$ cat src/rtl/gemm_pkg.sv
// Shared definitions for the GEMM layer controllers.
//   - Default parameter values for the tile scheduler and base generator.
//   - Scheduler state encoding.
package gemm_pkg;

    localparam int TILE_W_DEF      = 8;
    localparam int MEM0_AW_DEF     = 13;
    localparam int MEM1_AW_DEF     = 11;
    localparam int MEM2_AW_DEF     = 10;
    localparam int DRAIN_CYC_DEF   = 4;
    localparam int TIMEOUT_CYC_DEF = 65535;

    typedef enum logic [2:0] {
        ST_IDLE   = 3'd0,
        ST_LAUNCH = 3'd1,
        ST_RUN    = 3'd2,
        ST_DRAIN  = 3'd3,
        ST_DONE   = 3'd4,
        ST_ERR    = 3'd5
    } sched_state_e;

endpackage

$ cat src/rtl/gemm_base_gen.sv
// Three BRAM base-address accumulators (ifmap / weight / ofmap).
// Ports:
//   clk, rst             clock, synchronous active-high reset
//   clear                zero all three bases
//   load                 capture the three stride inputs
//   step                 advance every base by its captured stride
//   stride0..2           per-tile stride inputs
//   base0..2             registered base outputs
// Bases wrap modulo 2^width; clear has priority over step.
module gemm_base_gen
    import gemm_pkg::*;
#(
    parameter int A0_W = MEM0_AW_DEF,
    parameter int A1_W = MEM1_AW_DEF,
    parameter int A2_W = MEM2_AW_DEF
) (
    input  logic            clk,
    input  logic            rst,
    input  logic            clear,
    input  logic            load,
    input  logic            step,
    input  logic [A0_W-1:0] stride0,
    input  logic [A1_W-1:0] stride1,
    input  logic [A2_W-1:0] stride2,
    output logic [A0_W-1:0] base0,
    output logic [A1_W-1:0] base1,
    output logic [A2_W-1:0] base2
);

    logic [A0_W-1:0] stride0_q;
    logic [A1_W-1:0] stride1_q;
    logic [A2_W-1:0] stride2_q;

    always_ff @(posedge clk) begin
        if (rst) begin
            stride0_q <= '0;
            stride1_q <= '0;
            stride2_q <= '0;
        end else if (load) begin
            stride0_q <= stride0;
            stride1_q <= stride1;
            stride2_q <= stride2;
        end
    end

    always_ff @(posedge clk) begin
        if (rst || clear) begin
            base0 <= '0;
            base1 <= '0;
            base2 <= '0;
        end else if (step) begin
            base0 <= base0 + stride0_q;
            base1 <= base1 + stride1_q;
            base2 <= base2 + stride2_q;
        end
    end

endmodule

$ cat src/rtl/gemm_tile_sched.sv
// Layer-level tile scheduler for the GEMM datapath.
// Accepts one layer request, then per tile: launch GEMM, wait for finish,
// drain the array, advance the BRAM bases. Watchdog and host abort end the
// layer in the error state.
// Ports:
//   clk, rst                          clock, synchronous active-high reset
//   layer_start_i, num_tiles_i        layer request and tile count (0 legal)
//   mem0/1/2_stride_i                 per-tile base increments
//   abort_i                           host abort
//   gemm_finish_i                     GEMM tile-complete pulse
//   gemm_start_o                      one-cycle GEMM launch pulse
//   mem0/1/2_base_o, tile_idx_o       current tile bases and index
//   busy_o, done_o, err_o             status (err_o sticky until next layer)
// All outputs are registered; the control pulses follow the state register
// by one cycle.
module gemm_tile_sched
    import gemm_pkg::*;
#(
    parameter int TILE_W          = TILE_W_DEF,
    parameter int MEM0_ADDR_WIDTH = MEM0_AW_DEF,
    parameter int MEM1_ADDR_WIDTH = MEM1_AW_DEF,
    parameter int MEM2_ADDR_WIDTH = MEM2_AW_DEF,
    parameter int DRAIN_CYC       = DRAIN_CYC_DEF,
    parameter int TIMEOUT_CYC     = TIMEOUT_CYC_DEF
) (
    input  logic                       clk,
    input  logic                       rst,
    input  logic                       layer_start_i,
    input  logic [TILE_W-1:0]          num_tiles_i,
    input  logic [MEM0_ADDR_WIDTH-1:0] mem0_stride_i,
    input  logic [MEM1_ADDR_WIDTH-1:0] mem1_stride_i,
    input  logic [MEM2_ADDR_WIDTH-1:0] mem2_stride_i,
    input  logic                       abort_i,
    input  logic                       gemm_finish_i,
    output logic                       gemm_start_o,
    output logic [MEM0_ADDR_WIDTH-1:0] mem0_base_o,
    output logic [MEM1_ADDR_WIDTH-1:0] mem1_base_o,
    output logic [MEM2_ADDR_WIDTH-1:0] mem2_base_o,
    output logic [TILE_W-1:0]          tile_idx_o,
    output logic                       busy_o,
    output logic                       done_o,
    output logic                       err_o
);

    localparam int WD_W = $clog2(TIMEOUT_CYC + 1);
    localparam int DC_W = (DRAIN_CYC > 2) ? $clog2(DRAIN_CYC) : 1;
    localparam logic [WD_W-1:0] WD_LAST    = WD_W'(TIMEOUT_CYC - 1);
    // A zero-length drain still spends one cycle in DRAIN.
    localparam logic [DC_W-1:0] DRAIN_LAST = DC_W'((DRAIN_CYC > 0) ? DRAIN_CYC - 1 : 0);

    sched_state_e      state, state_nxt;
    logic [TILE_W-1:0] num_tiles_q;
    logic [TILE_W-1:0] tile_idx_q;
    logic [WD_W-1:0]   wd_cnt;
    logic [DC_W-1:0]   drain_cnt;
    logic              accept, last_tile, drain_last, timeout, abortable, step;

    assign accept     = (state == ST_IDLE) && layer_start_i;
    assign last_tile  = (tile_idx_q == num_tiles_q - TILE_W'(1));
    assign drain_last = (drain_cnt == DRAIN_LAST);
    assign timeout    = (wd_cnt == WD_LAST);
    assign abortable  = (state == ST_LAUNCH) || (state == ST_RUN) || (state == ST_DRAIN);
    // Abort suppresses the end-of-drain advance so bases freeze on the failed tile.
    assign step       = (state == ST_DRAIN) && drain_last && !last_tile && !abort_i;

    always_comb begin
        state_nxt = state;
        case (state)
            ST_IDLE:   if (layer_start_i) state_nxt = (num_tiles_i == '0) ? ST_DONE : ST_LAUNCH;
            ST_LAUNCH: state_nxt = ST_RUN;
            ST_RUN: begin
                // Finish is tested first so a same-cycle timeout loses.
                if (gemm_finish_i)  state_nxt = ST_DRAIN;
                else if (timeout)   state_nxt = ST_ERR;
            end
            ST_DRAIN:  if (drain_last) state_nxt = last_tile ? ST_DONE : ST_LAUNCH;
            ST_DONE:   state_nxt = ST_IDLE;
            ST_ERR:    state_nxt = ST_IDLE;
            default:   state_nxt = ST_IDLE;
        endcase
        if (abort_i && abortable) state_nxt = ST_ERR;
    end

    always_ff @(posedge clk) begin
        if (rst) begin
            state       <= ST_IDLE;
            num_tiles_q <= '0;
            tile_idx_q  <= '0;
            wd_cnt      <= '0;
            drain_cnt   <= '0;
        end else begin
            state     <= state_nxt;
            wd_cnt    <= (state == ST_RUN) ? wd_cnt + WD_W'(1) : '0;
            drain_cnt <= (state == ST_DRAIN) ? drain_cnt + DC_W'(1) : '0;
            if (accept) begin
                num_tiles_q <= num_tiles_i;
                tile_idx_q  <= '0;
            end else if (step) begin
                tile_idx_q  <= tile_idx_q + TILE_W'(1);
            end
        end
    end

    always_ff @(posedge clk) begin
        if (rst) begin
            gemm_start_o <= 1'b0;
            done_o       <= 1'b0;
            busy_o       <= 1'b0;
            err_o        <= 1'b0;
        end else begin
            gemm_start_o <= (state == ST_LAUNCH);
            done_o       <= (state == ST_DONE) || (state == ST_ERR);
            busy_o       <= (state != ST_IDLE);
            if (state == ST_ERR) err_o <= 1'b1;
            else if (accept)     err_o <= 1'b0;
        end
    end

    assign tile_idx_o = tile_idx_q;

    gemm_base_gen #(
        .A0_W(MEM0_ADDR_WIDTH),
        .A1_W(MEM1_ADDR_WIDTH),
        .A2_W(MEM2_ADDR_WIDTH)
    ) u_base_gen (
        .clk     (clk),
        .rst     (rst),
        .clear   (accept),
        .load    (accept),
        .step    (step),
        .stride0 (mem0_stride_i),
        .stride1 (mem1_stride_i),
        .stride2 (mem2_stride_i),
        .base0   (mem0_base_o),
        .base1   (mem1_base_o),
        .base2   (mem2_base_o)
    );

endmodule

$ cat config.mk
export PLATFORM = sky130hd
export DESIGN_NAME = gemm_tile_sched
export DESIGN_NICKNAME = d
export VERILOG_FILES = /design/src/rtl/gemm_pkg.sv /design/src/rtl/gemm_base_gen.sv /design/src/rtl/gemm_tile_sched.sv
export SDC_FILE = /design/constraint.sdc
export NUM_CORES = 1
export LEC_CHECK = 0
export CAP_MARGIN = 20
export CORE_ASPECT_RATIO = 0.75
export CORE_MARGIN = 1
export CORE_UTILIZATION = 49
export DETAILED_ROUTE_END_ITERATION = 12
export PLACE_DENSITY_LB_ADDON = 0.3
export RECOVER_POWER = 25
export SYNTH_ARGS = -nofsm -noshare
export SYNTH_HDL_FRONTEND = slang
export SYNTH_HIERARCHICAL = 1
export SYNTH_SLANG_ARGS = --single-unit
$ cat constraint.sdc
create_clock -name clk -period 2.9 [get_ports clk]
set_input_delay 0.87 -clock clk [delete_from_list [all_inputs] [get_ports clk]]
set_output_delay 0.87 -clock clk [all_outputs]
set_load 0.02 [all_outputs]
* Word-level counts from Yosys, hierarchy flattened *
Index checks and enable logic that the tools add are counted.

storage, ports and cells
  register bits after elaboration = 109
  input port bits = 47
  output and inout port bits = 46
  logic and storage cells = 70

cells by class
  add/sub/neg operators = 7
  equal/unequal tests = 14
  mux-type cells = 10
  bitwise logic cells = 2
  reduce and logical (&&, ||, !) cells = 21

operators with widths
  operator               count
  $mux 3                 7
  $add 16x1->16 const B  1
  $eq 16x16->1 const B   1
  $add 13x13->13         1
  $pmux 3 s4             1
  $add 11x11->11         1
  $add 10x10->10         1
  $add 8x1->8 const B    1
  $eq 8x8->1             1
  $logic_not 8->1        1
  $reduce_or 2->1        4
  $sub 8x1->8 const B    1
  $eq 3x2->1 const B     2
  $eq 3x3->1 const B     2
  $ne 3x2->1 const B     2
  $reduce_and 3->1       2
  $logic_and 1x1->1      5
  $logic_or 1x1->1       4
  $ne 2x2->1 const B     2
  $ne 4x4->1 const B     1
  $eq 3x1->1 const B     1
  $logic_not 3->1        1
  $ne 3x3->1 const B     1
  $reduce_bool 3->1      1
  other kinds (6)        9

* Longest topological paths before layout *
Gate-level depths: netlist of run 1.

  depth after elaboration = 6
  gate-level depth with buffers = 14
  mapped depth without buffers = 13

* Modules after synthesis *
Netlist of run 1, hierarchy kept.

modules (own cells, without submodules)
  module           instances  cells an instance  area an instance (um2)  seq. area each (um2)
  gemm_base_gen    1          404                3,702.3                 1,361.3
  gemm_tile_sched  1          241                2,014.4                 820.8

* Least setup slack after synthesis of run 1 *
No wires, ideal clock.

  path type = register to register
  from = reg tile_idx_q[3], in the netlist tile_idx_o[3]
  to = reg u_base_gen.base1[7]
  library setup time = 0.079 ns
  arrival time = 2.712 ns
  required time = 2.821 ns
  path slack = 0.109 ns
  cell stages (with the launch flop) = 13
  path buffers = 4
  period minus slack after synthesis = 2.791 ns
  cell sequence = dfxtp_1 > buf_2 > or4_1 > a31oi_1 > o31ai_1 > a2111oi_4 > buf_6 > nor2_1 > inv_2 > clkbuf_1 > clkbuf_1 > nand3_1 > o211ai_1

between the ends
  longest elaborated chain between the ends = 4

RTL lines
  item                             line                   text
  start, declared                  gemm_tile_sched.sv:53  logic [TILE_W-1:0] tile_idx_q;
  start signal, assigned           gemm_tile_sched.sv:99  tile_idx_q <= tile_idx_q + TILE_W'(1);
  $eq 8x8->1                       gemm_tile_sched.sv:59  assign last_tile = (tile_idx_q == num_tiles_q - TILE_W'(1));
  $logic_not 1->1                  gemm_tile_sched.sv:64  assign step = (state == ST_DRAIN) && drain_last && !last_tile && !abort_i;
  $logic_and 1x1->1 (2 in series)  gemm_tile_sched.sv:64
  named net step                   gemm_tile_sched.sv:56  logic accept, last_tile, drain_last, timeout, abortable, step;
  end signal, assigned             gemm_base_gen.sv:53    base1 <= base1 + stride1_q;
  end, declared                    gemm_base_gen.sv:26    output logic [A1_W-1:0] base1,

The timed path passes the listed nets, and every way through them passes these cells.
A chain may end at the register's enable or synchronous reset.

* Worst setup path after layout of run 1 *
  from = reg num_tiles_q[2]
  to = reg u_base_gen.base1[10]

between the ends
  longest elaborated chain between the ends = 5

RTL lines
  item                             line                   text
  start, declared                  gemm_tile_sched.sv:52  logic [TILE_W-1:0] num_tiles_q;
  start signal, assigned           gemm_tile_sched.sv:96  num_tiles_q <= num_tiles_i;
  $sub 8x1->8                      gemm_tile_sched.sv:59
  $eq 8x8->1                       gemm_tile_sched.sv:59
  $logic_not 1->1                  gemm_tile_sched.sv:64
  $logic_and 1x1->1 (2 in series)  gemm_tile_sched.sv:64
  named net step                   gemm_tile_sched.sv:56

The timed path passes the listed nets, and every way through them passes these cells.

==> summary by stage, run 1 <==
Floorplan
The initial utilization of the core area, before any placement, comes to 51.28%. The die area is 12110 um2. The die is 95.54 um tall.

The I/O pin count is 93. The floorplan step set the die width to 126.7 um. The total number of placement rows is 33. The core region is 11150 um2.

Final layout
The number of diodes added for antenna fixing is 0. The post-route core utilization is 63.24%. Summing all multi-input logic gate instances after layout gives 3356 um2.

The top cell types in the final layout, fill and taps aside, are dfxtp_1, nor2_1, clkdlybuf4s50_1. The post-layout net count is 819. The layout has 913 filler cells. The fraction of final layout cells with drive strength greater than 1 is 5.020%.

The area growth from synthesis to layout is 23.33%. The area taken by flip-flops and latches is 2182 um2. Leaving out fill and tap cells, the most frequent cell in the layout is dfxtp_1.

STA
The worst clock skew is 0.007307 ns. The final setup TNS is 0 ns. The final cycle utilization of the critical path is 91.88%.

The final number of max-transition violations is 0. Measured against its own limit, the worst slew margin works out to 36.41%. Derived from the worst setup path, the maximum achievable clock frequency is 375.3 MHz. Setup repair after global routing left no endpoint under its margin.

The final-report setup violation count is 0. The count of endpoints failing hold in the final timing report is 0. The worst path in the final design needs a cycle of 2.665 ns, including I/O delays and setup.

For the pin with the worst max-slew slack, the measured transition is 0.9538 ns.

Yosys
The fraction of registers with async set or reset after synthesis is 0%. For this run, the number of Yosys warnings is 6. The synthesized instance count is 645. After synthesis, the mean cell area works out to 8.863 um2. Sequential elements use 38.17% of the synthesized area. The synthesized cell area is 5717 um2.

The synthesized design contains 0 enable-type register cells. After synthesis, the netlist uses 63 different library cells. The synthesized design contains 109 register bits.

The net count after synthesis is 731. The most used flip-flop cell after synthesis is dfxtp_1.

Min path
The worst hold endpoint is drain_cnt[0]$_SDFF_PP0_. Counting instances, the worst hold path has a depth of 1. The hold path startpoint is drain_cnt[0]$_SDFF_PP0_. The worst min-delay path class is register to register.

Clock tree
The maximum clock path buffer count is 2. The setup fix buffers added after clock tree synthesis is 0. The clock transition at the registers of the reported paths is 0.07 ns. CTS built an H-tree with a depth of 3. The clock drives 109 sinks.

The cell sitting at the root of the clock tree is a clkbuf_16. Buffers inserted during clock tree synthesis total 9. TritonCTS built the clock tree. Hold repair after CTS inserted 0 buffers. The source-to-sink clock delay at the later pin of the worst-skew pair is 0.34 ns.

Critical path
STA classifies the critical path startpoint as a register. The worst reg-to-reg path cell count is 11. On the worst path, the slowest cell contributes a delay of 0.53 ns. The origin of the critical flop-to-flop path is num_tiles_q[2]$_SDFFE_PP0P_. The data required time of the worst path is 3.12 ns. The biggest fanout along the worst timing path is 13. The worst setup slack for register-to-register paths is 0.24 ns.

The worst endpoint data arrival time is 2.88 ns. The worst setup path is of the register to register kind. The first element of the critical path is num_tiles_q[2]$_SDFFE_PP0P_. The dominant delay contributor by cell family on the critical path is compound AO/OA/AOI/OAI gates.

The buffering stage count on the worst path with inverters included is 1. The worst register-to-register path ends at u_base_gen/base1[10]$_SDFFE_PP0P_. STA classifies the critical path endpoint as a register. Traced cell by cell, the critical path runs through or4_1 -> a31oi_1 -> o31ai_1 -> a2111oi_4 -> nor2_4 -> inv_4 -> nor2_1 -> a21oi_1 -> o41a_1 -> nand3_1 -> nor3b_2. The slowest stage of the critical path belongs to the cell or4_1.

Detailed routing
The mean number of vias per cell is 5.661. In the routed design, unresolved DRC markers number 0. In this run the remaining antenna-violating nets after routing total 0.

The iteration count of the initial detailed-routing pass is 5. The detailed router placed 4965 vias in this run. The total detailed-routing wirelength is 13500 um. The first routing iteration left 289 violations. In the final routed layout, each cell accounts on average for 15.39 um.

GRT
The total global routing track utilization is 22.87%. The total grt overflow is 0. Entering global routing, the biggest net connects 40 pins. The first global-routing pass estimated 22030 um of wire. The number of global-route vias before repair is 4673. The initial antenna violation count came to 0.

Run status
The run finished with clean final reports.

Power and ir drop
The highest ir drop seen on vdd is 0.0003426 V. The power density relative to cell area is 476.6 nW/um2. The static leakage is 2.772 nW. The total power is 3.360 mW.

Place
The port buffer count is 92. Detailed placement finished with a half-perimeter wire length of 10170 um. At the end of routability-driven placement, the weighted congestion stood at 0.8601.

Run
Across the run, the number of max-cap violations was 0.
-- cells in the mapped netlist, types with 4 or more instances --
cell	number	share of area, %
a21oi_1	36	3.2
and3_1	7	0.77
mux2i_1	50	8.8
o21ai_0	14	1.2
clkbuf_1	19	1.2
a211oi_1	12	1.6
xor2_1	24	3.7
xnor2_1	12	1.8
o21ai_1	17	1.5
nand3_1	15	1.3
nand3b_1	4	0.53
ha_1	36	7.9
buf_2	5	0.44
o21bai_1	4	0.53
o21a_1	5	0.66
nand2_1	47	3.1
inv_1	17	1.1
a31oi_1	5	0.55
nor3_1	15	1.3
a21o_1	9	1.2
o31ai_1	6	0.79
nor2_1	95	6.2
or3_1	15	1.6
or4_1	4	0.53
nand4_1	8	0.88
dfxtp_1	109	38
nor2b_1	4	0.44
-- how the worst max path moves through the flow --
stage / end / slack, ns / depth (start not counted)
6_report: u_base_gen/base1[10]$_SDFFE_PP0P_ / 0.24 / 11
3_5_place_dp: u_base_gen/base2[8]$_SDFFE_PP0P_ / 0.13 / 8
2_1_floorplan: u_base_gen/base1[7]$_SDFFE_PP0P_ / 0.11 / 12
3_3_place_gp: state[2]$_SDFFE_PP0P_ / 0.14 / 7
4_1_cts: u_base_gen/base1[10]$_SDFFE_PP0P_ / 0.17 / 13
5_1_grt: u_base_gen/base1[10]$_SDFFE_PP0P_ / 0.008 / 11
-- area by class of cell --
type,count,share of cell area [%]
clock buffers,13,3.407
clock inverters,2,0.4969
inverters,18,0.9938
multi-input cells,492,47.60
flip-flops and latches,109,30.95
well taps,140,2.484
repair buffers,103,14.07
-- state kept, by name (all words and copies together) (netlist names), 2 cells and up --
signal,cells
u_base_gen/stride2_q,10
u_base_gen/base2,10
u_base_gen/stride1_q,11
num_tiles_q,8
drain_cnt,2
u_base_gen/base0,13
wd_cnt,16
u_base_gen/base1,11
state,3
tile_idx_o,8
u_base_gen/stride0_q,13
-- per-stage QoR --
stage	hold WS [ns]	setup slack [ns]	area [um2]	std cells
after floorplan	0.4084	0.1094	5717	645
after global placement	0.4185	0.1436	6779	862
after detailed placement	0.4273	0.1291	6779	862
after CTS	0.4371	0.1716	7054	877
after global routing	0.4668	0.007657	7051	877
final	0.4433	0.2355	7051	877
-- logic make-up (layout without fill, tap and decap cells) --
group	after synthesis	count (layout)	synth area share (%)
multiplexers	50	50	8.755
flip-flops	109	109	38.17
XOR/XNOR	36	36	5.515
AND/OR/NAND/NOR	232	232	19.41
adder cells (fa/ha/maj)	39	39	8.930
buffers and inverters	44	136	3.261
AO/OA/AOI/OAI	135	135	15.96
-- report_power, final --
part	total, mW	switching (mW)	internal [mW]	leakage, nW
clock	1.18	0.511	0.665	0.134
sequential	1.64	0.0670	1.57	0.885
combinational	0.549	0.286	0.263	1.75
-- metal layers --
metal / share of wire, % / track usage [%]
met5: 0 / 0
met4: 1.6 / 8.135
met3: 4.7 / 4.658
met2: 45 / 37.06
met1: 49 / 30.46
-- what timing repair did --
action	4_1_cts	5_1_grt
gates resized for setup	0	1
hold endpoints to repair	0	0
setup endpoints to repair	0	1
(Power assumes the default switching activity.)
==> inputs of run 2 (changes only) <==
--- a/config.mk
+++ b/config.mk
@@ -6,7 +6,7 @@
 export NUM_CORES = 1
 export LEC_CHECK = 0
 export CAP_MARGIN = 20
-export CORE_ASPECT_RATIO = 0.75
+export CORE_ASPECT_RATIO = 1.1
 export CORE_MARGIN = 1
 export CORE_UTILIZATION = 49
 export DETAILED_ROUTE_END_ITERATION = 12
==> summary by stage, run 2 (synthesized netlist as in run 1, its figures left out) <==
Run status
The run finished with clean final reports.

Clock tree
The TritonCTS sink count is 109 (unchanged). The number of clock buffers inserted by TritonCTS was 9 (unchanged). The maximum clock path buffer count came to 2 (unchanged). CTS placed an instance of clkbuf_16 at the clock tree root.

The source-to-sink clock delay at the later pin of the worst-skew pair is 0.36 ns (+0.02 ns). The maximum level of the CTS H-tree was 3 (unchanged). TritonCTS built the clock tree. The clock transition at the registers of the reported paths is 0.07 ns (about the same).

Critical path
The worst setup path is launched from a register. The endpoint kind of the worst setup timing path is a register. The worst register-to-register path begins at num_tiles_q[2]$_SDFFE_PP0P_. The data required time of the worst path is 3.15 ns (+0.03 ns). The critical path class is register to register. The first element of the critical path is num_tiles_q[2]$_SDFFE_PP0P_. The worst endpoint data arrival time came to 2.88 ns (about the same). The biggest fanout along the worst timing path is 13 (unchanged).

Detailed routing
The count of antenna-violating nets left after detailed routing is 0 (unchanged). The detailed-route wire length per cell is 15.06 um (-2.2%). The iteration count of the initial detailed-routing pass is 5 (unchanged). The total via count after detailed routing was 4890 (-1.5%). The DRC violations left is 0 (unchanged). The DRC marker count from the first detailed-route iteration is 218 (-25%). The total detailed-routing wirelength is 13380 um (-0.83%). The mean number of vias per cell is 5.501 (-2.8%).

Place
The half-perimeter wire length after placement came to 9896 um (-2.7%). The final RePlAce weighted congestion is 0.8224 (-4.4%). The post-placement cell area is 6799 um2 (+0.30%). The worst setup slack after placement was 0.03525 ns (-0.09388 ns). The number of placed instances, taps included is 873 (+1.3%). The port buffer count is 92 (unchanged).

Final layout
The number of fill cells is 966 (+5.8%). The number of diodes added for antenna fixing came to 0 (unchanged). The library cell used most frequently in the layout, excluding fill and tap cells, is dfxtp_1. The area taken by flip-flops and latches is 2182 um2 (unchanged). The post-layout net count was 820 (+0.12%).

The number of non-filler instances in the completed layout is 889 (+1.4%). The area growth from synthesis to layout is 24.89%. The fraction of final layout cells with drive strength greater than 1 is 5.683% (+0.66 points). The largest registers in the layout are wd_cnt: 16 flops, u_base_gen/base0: 13 flops, u_base_gen/stride0_q: 13 flops. The flip-flop count of the largest register after layout was 16 (unchanged). The post-route core utilization is 62.41% (-0.84 points). The cell area after layout is 7139 um2 (+1.3%). The total area of multi-input combinational cells was 3361 um2 (+0.15%). The library cells used most frequently in the layout, excluding fill and tap cells, are dfxtp_1, nor2_1, clkdlybuf4s50_1.

More flip-flops sit in one register than any other, and that register is wd_cnt.

STA
The worst setup margin was 0.2692 ns (+0.03378 ns). The post-route minimum period was 2.631 ns (-0.03378 ns). The worst hold-check slack was 0.4330 ns (-0.01029 ns). The worst clock skew is 0.009168 ns (+0.001861 ns). Setup repair after global routing left no endpoint under its margin. The final-report setup violation count is 0 (unchanged). The final number of max-transition violations is 0 (unchanged). The worst max-slew margin expressed relative to the limit is 39.73% (+3.3 points).

The highest attainable clock frequency was 380.1 MHz (+1.3%). The count of endpoints failing hold in the final timing report is 0 (unchanged). The transition time at the pin with the least slew margin is 0.9040 ns (-0.04983 ns). The final cycle utilization of the critical path is 90.72% (-1.2 points). The final setup TNS came to 0 ns (unchanged).

Floorplan
The die extent in x is 105.0 um (-17%). The total number of placement rows was 41 (+24%). The core region area is 11440 um2 (+2.6%).

The I/O pin count is 93 (unchanged). The starting density of the core is 49.97% (-1.3 points). The vertical die dimension is 115.3 um (+21%). The die area is 12100 um2 (about the same).

Power and ir drop
The highest ir drop seen on vdd is 0.0002640 V (-23%). The power density relative to cell area is 503.5 nW/um2 (+5.6%). The total power is 3.595 mW (+7.0%). The static leakage is 2.805 nW (+1.2%).

GRT
The total global routing track utilization is 23.11% (+0.24 points). The global-route wire length before repair came to 22220 um (+0.88%). The total grt overflow is 0 (unchanged). The largest net degree at the start of global routing is 46 (+15%). The initial antenna violation count is 0 (unchanged). The number of global-route vias before repair was 4711 (+0.81%).

Min path
The path class of the tightest hold or removal check is register to register. In this run the most critical hold path is launched from drain_cnt[0]$_SDFF_PP0_.

Run
The max-capacitance violation count was 0 (unchanged).
==> run 2: changes by cell type in the layout (fill, tap and decap cells not counted), sizes merged <==
cell and delta:
bufinv +2, clkinvlp +1, buf +1, clkbuf -3, clkinv +1
==> run 2: layer usage <==
metal  global-route usage [%]  share of wire (%)  routed length [um]
met5                        0                  0                   0
met4                    10.99                2.3                 314
met3                    3.798                3.8                 504
met2                    39.65                 49                6536
met1                    28.49                 45                6028
==> run 2: area by class of cell <==
class / instances / share of cell area [%]
sequential: 109 / 30.56
timing repair buffer: 104 / 13.99
inverter: 18 / 0.9814
multi-input combinational: 492 / 47.07
clock inverter: 6 / 1.560
clock buffer: 10 / 3.207
tap: 150 / 2.629
==> run 2: power by group <==
group          internal [mW]  total, mW  switching (mW)
clock                  0.845       1.41           0.565
sequential              1.57       1.64          0.0681
combinational          0.263      0.549           0.287
==> run 2: repair_timing <==
action                                  in CTS  in global routing
setup buffers                                0                  0
hold buffers                                 0                  0
endpoints found under the setup margin       0                  1
resized for setup                            0                  2
==> run 2: worst paths after layout <==
path                                            end  slack [ns]  depth (start not counted)
setup / recovery  u_base_gen/base1[10]$_SDFFE_PP0P_        0.27                         11
hold / removal              drain_cnt[0]$_SDFF_PP0_        0.43                          1
setup reg to reg  u_base_gen/base1[10]$_SDFFE_PP0P_        0.27                         11
hold reg to reg             drain_cnt[0]$_SDFF_PP0_        0.43                          1
==> run 2: critical path, stage by stage, from the launching register on <==
cell       delay [ns]
dfxtp_1          0.38
or4_1            0.55
a31oi_1          0.19
o31ai_1          0.13
a2111oi_4        0.38
nor2_4           0.13
inv_4            0.14
nor2_1           0.08
a21oi_1          0.14
o41a_1           0.17
nand3_1          0.08
nor3b_2          0.16
==> inputs of run 3 (changes only) <==
--- a/config.mk
+++ b/config.mk
@@ -6,7 +6,7 @@
 export NUM_CORES = 1
 export LEC_CHECK = 0
 export CAP_MARGIN = 20
-export CORE_ASPECT_RATIO = 1.1
+export CORE_ASPECT_RATIO = 2
 export CORE_MARGIN = 1
 export CORE_UTILIZATION = 49
 export DETAILED_ROUTE_END_ITERATION = 12
@@ -16,3 +16,4 @@
 export SYNTH_HDL_FRONTEND = slang
 export SYNTH_HIERARCHICAL = 1
 export SYNTH_SLANG_ARGS = --single-unit
+export TNS_END_PERCENT = 100
==> summary by stage, run 3 (synthesized netlist as in run 1, its figures left out) <==
STA
The count of endpoints failing hold in the final timing report is 0 (unchanged). The worst clock skew is 0.01025 ns (+0.001082 ns). Setup repair after global routing left no endpoint under its margin. The post-route minimum period is 2.754 ns (+0.1232 ns). The highest attainable clock frequency is 363.1 MHz (-4.5%). The transition time at the pin with the least slew margin was 1.396 ns (+0.4924 ns). The final setup TNS is 0 ns (unchanged). The worst setup margin came to 0.1460 ns (-0.1232 ns).

The final cycle utilization of the critical path is 94.96% (+4.2 points). The final number of max-transition violations was 0 (unchanged). The final-report setup violation count came to 0 (unchanged). The worst max-slew margin expressed relative to the limit was 6.906% (-33 points).

GRT
The total global routing track utilization is 23.64% (+0.53 points). The initial antenna violation count is 0 (unchanged). The number of global-route vias before repair is 4976 (+5.6%). The largest net degree at the start of global routing was 47 (+2.2%). The total grt overflow came to 0 (unchanged). The global-route wire length before repair came to 22650 um (+1.9%).

Critical path
The biggest fanout along the worst timing path is 12 (-1). The critical path class is register to register. The worst setup path is captured at a register. STA classifies the critical path startpoint as a register. The worst endpoint data arrival time is 2.98 ns (+0.10 ns). The worst reg-to-reg path cell count came to 11 (unchanged). The data required time of the worst path is 3.13 ns (-0.02 ns).

Clock tree
The number of hold-repair buffers added at the cts stage is 0 (unchanged). The number of gates resized after cts was 0 (unchanged). The TritonCTS sink count is 109 (unchanged).

The source-to-sink clock delay at the later pin of the worst-skew pair is 0.35 ns (about the same). The maximum level of the CTS H-tree was 3 (unchanged). The setup fix buffers added after clock tree synthesis was 0 (unchanged). Clock tree synthesis selected as its root buffer the cell clkbuf_16. The number of clock buffers inserted by TritonCTS is 9 (unchanged).

The clock transition at the registers of the reported paths came to 0.07 ns (about the same). The maximum clock path buffer count was 2 (unchanged). TritonCTS built the clock tree.

Final layout
The register with the most flip-flops is wd_cnt. The number of diodes added for antenna fixing came to 0 (unchanged). The most frequent standard cell in the layout excluding fill and tap cells is dfxtp_1. From synthesis to final layout, the design area changed by 25.02%. The post-layout net count is 821 (+0.12%). Leaving out fill and tap cells, the most frequent cells in the layout are dfxtp_1, nor2_1, clkdlybuf4s50_1.

The largest registers in the layout are wd_cnt: 16 flops, u_base_gen/base0: 13 flops, u_base_gen/stride0_q: 13 flops. The area taken by flip-flops and latches was 2183 um2 (about the same). The cell area after layout is 7147 um2 (+0.11%). The fraction of final layout cells with drive strength greater than 1 is 6.081% (+0.40 points). The number of fill cells came to 987 (+2.2%).

The total area of multi-input combinational cells was 3367 um2 (+0.19%). The flip-flop count of the largest register after layout is 16 (unchanged).

Floorplan
The total number of placement rows was 55 (+34%). The vertical die dimension is 154.8 um (+34%). The core region area came to 11350 um2 (-0.74%). The die area was 12130 um2 (+0.21%). The starting density of the core is 50.35% (+0.37 points). The I/O pin count is 93 (unchanged). The die extent in x came to 78.38 um (-25%).

Detailed routing
The count of antenna-violating nets left after detailed routing is 0 (unchanged). The DRC violations left came to 0 (unchanged). The total via count after detailed routing is 5035 (+3.0%). The DRC marker count from the first detailed-route iteration is 195 (-11%).

The mean number of vias per cell is 5.709 (+3.8%). The detailed-route wire length per cell is 15.79 um (+4.9%). The total detailed-routing wirelength came to 13920 um (+4.0%). The iteration count of the initial detailed-routing pass was 5 (unchanged).

Place
The final RePlAce weighted congestion is 0.8622 (+4.8%). The port buffer count is 92 (unchanged). The post-placement cell area is 6809 um2 (+0.15%).

The worst setup slack after placement is 0.1179 ns (+0.08269 ns). The half-perimeter wire length after placement is 10350 um (+4.6%).

Power and ir drop
The static leakage is 2.805 nW (about the same). The power density relative to cell area was 501.9 nW/um2 (-0.32%). The highest ir drop seen on vdd was 0.0003180 V (+20%).

Min path
The instance count along the most critical hold path is 1 (unchanged). In this run the worst hold path is classified as register to register.

Run
The max-capacitance violation count is 0 (unchanged).

Run status
The flow ran to the end, and the final reports show no timing, DRC or antenna violations.
-- run 3: cell count changes in the layout (fill, tap and decap cells not counted) --
| cell | before | now |
|---|---|---|
| a31oi_1 | 5 | 4 |
| a31oi_2 | 0 | 1 |
| buf_4 | 10 | 11 |
| clkbuf_2 | 1 | 0 |
| clkbuf_4 | 0 | 1 |
| clkinv_1 | 0 | 1 |
| dfxtp_1 | 109 | 108 |
| dfxtp_2 | 0 | 1 |
| inv_1 | 17 | 16 |
| nor3b_1 | 2 | 3 |
| nor3b_2 | 2 | 1 |
| o31ai_1 | 6 | 5 |
| o31ai_2 | 0 | 1 |
-- run 3: area by class of cell --
class / instances / area share, %
multi-input cells: 492 / 47.11
flip-flops and latches: 109 / 30.55
repair buffers: 105 / 14.11
clock buffers: 10 / 3.204
well taps: 142 / 2.486
clock inverters: 6 / 1.558
inverters: 18 / 0.9804
-- run 3: critical path: stages, from the launching register on --
cell	delay (ns)
dfxtp_1	0.36
or4_1	0.56
a31oi_2	0.20
o31ai_2	0.12
a2111oi_4	0.49
nor2_4	0.12
inv_4	0.14
nor2_1	0.08
a21oi_1	0.15
o41a_1	0.18
nand3_1	0.08
nor3b_2	0.17
-- run 3: worst paths after layout --
| path | from | endpoint | slack (ns) |
|---|---|---|---|
| worst max-delay path | num_tiles_q[1]$_SDFFE_PP0P_ | u_base_gen/base1[10]$_SDFFE_PP0P_ | 0.15 |
| worst max register to register | num_tiles_q[1]$_SDFFE_PP0P_ | u_base_gen/base1[10]$_SDFFE_PP0P_ | 0.15 |
| worst min register to register | drain_cnt[0]$_SDFF_PP0_ | drain_cnt[0]$_SDFF_PP0_ | 0.43 |
| worst min-delay path | drain_cnt[0]$_SDFF_PP0_ | drain_cnt[0]$_SDFF_PP0_ | 0.43 |
-- run 3: report_power, final --
| group | switching (mW) | leakage (nW) | total (mW) | internal [mW] |
|---|---|---|---|---|
| registers | 0.0688 | 0.885 | 1.64 | 1.57 |
| logic | 0.287 | 1.76 | 0.551 | 0.264 |
| clock network | 0.554 | 0.163 | 1.40 | 0.845 |
| total | 0.910 | 2.81 | 3.59 | 2.68 |
-- run 3: per-stage QoR --
step,cells,utilization [%],power [mW],hold WS (ns)
floorplan,645,-,2.042,0.4084
global placement,866,59.97,2.203,0.4153
detailed placement,866,59.97,2.225,0.4206
CTS,882,62.96,3.618,0.4332
global route,882,62.94,3.747,0.4468
finish,882,62.94,3.587,0.4320
-- run 3: per-layer routing --
metal  vias to the layer above  global-route usage [%]  wire, um
met4                         0                   14.46       688
met3                        47                   3.658       617
met5                         -                       0         0
met2                       165                   43.44      7387
li1                       2488                       -         -
met1                      2335                   24.49      5230
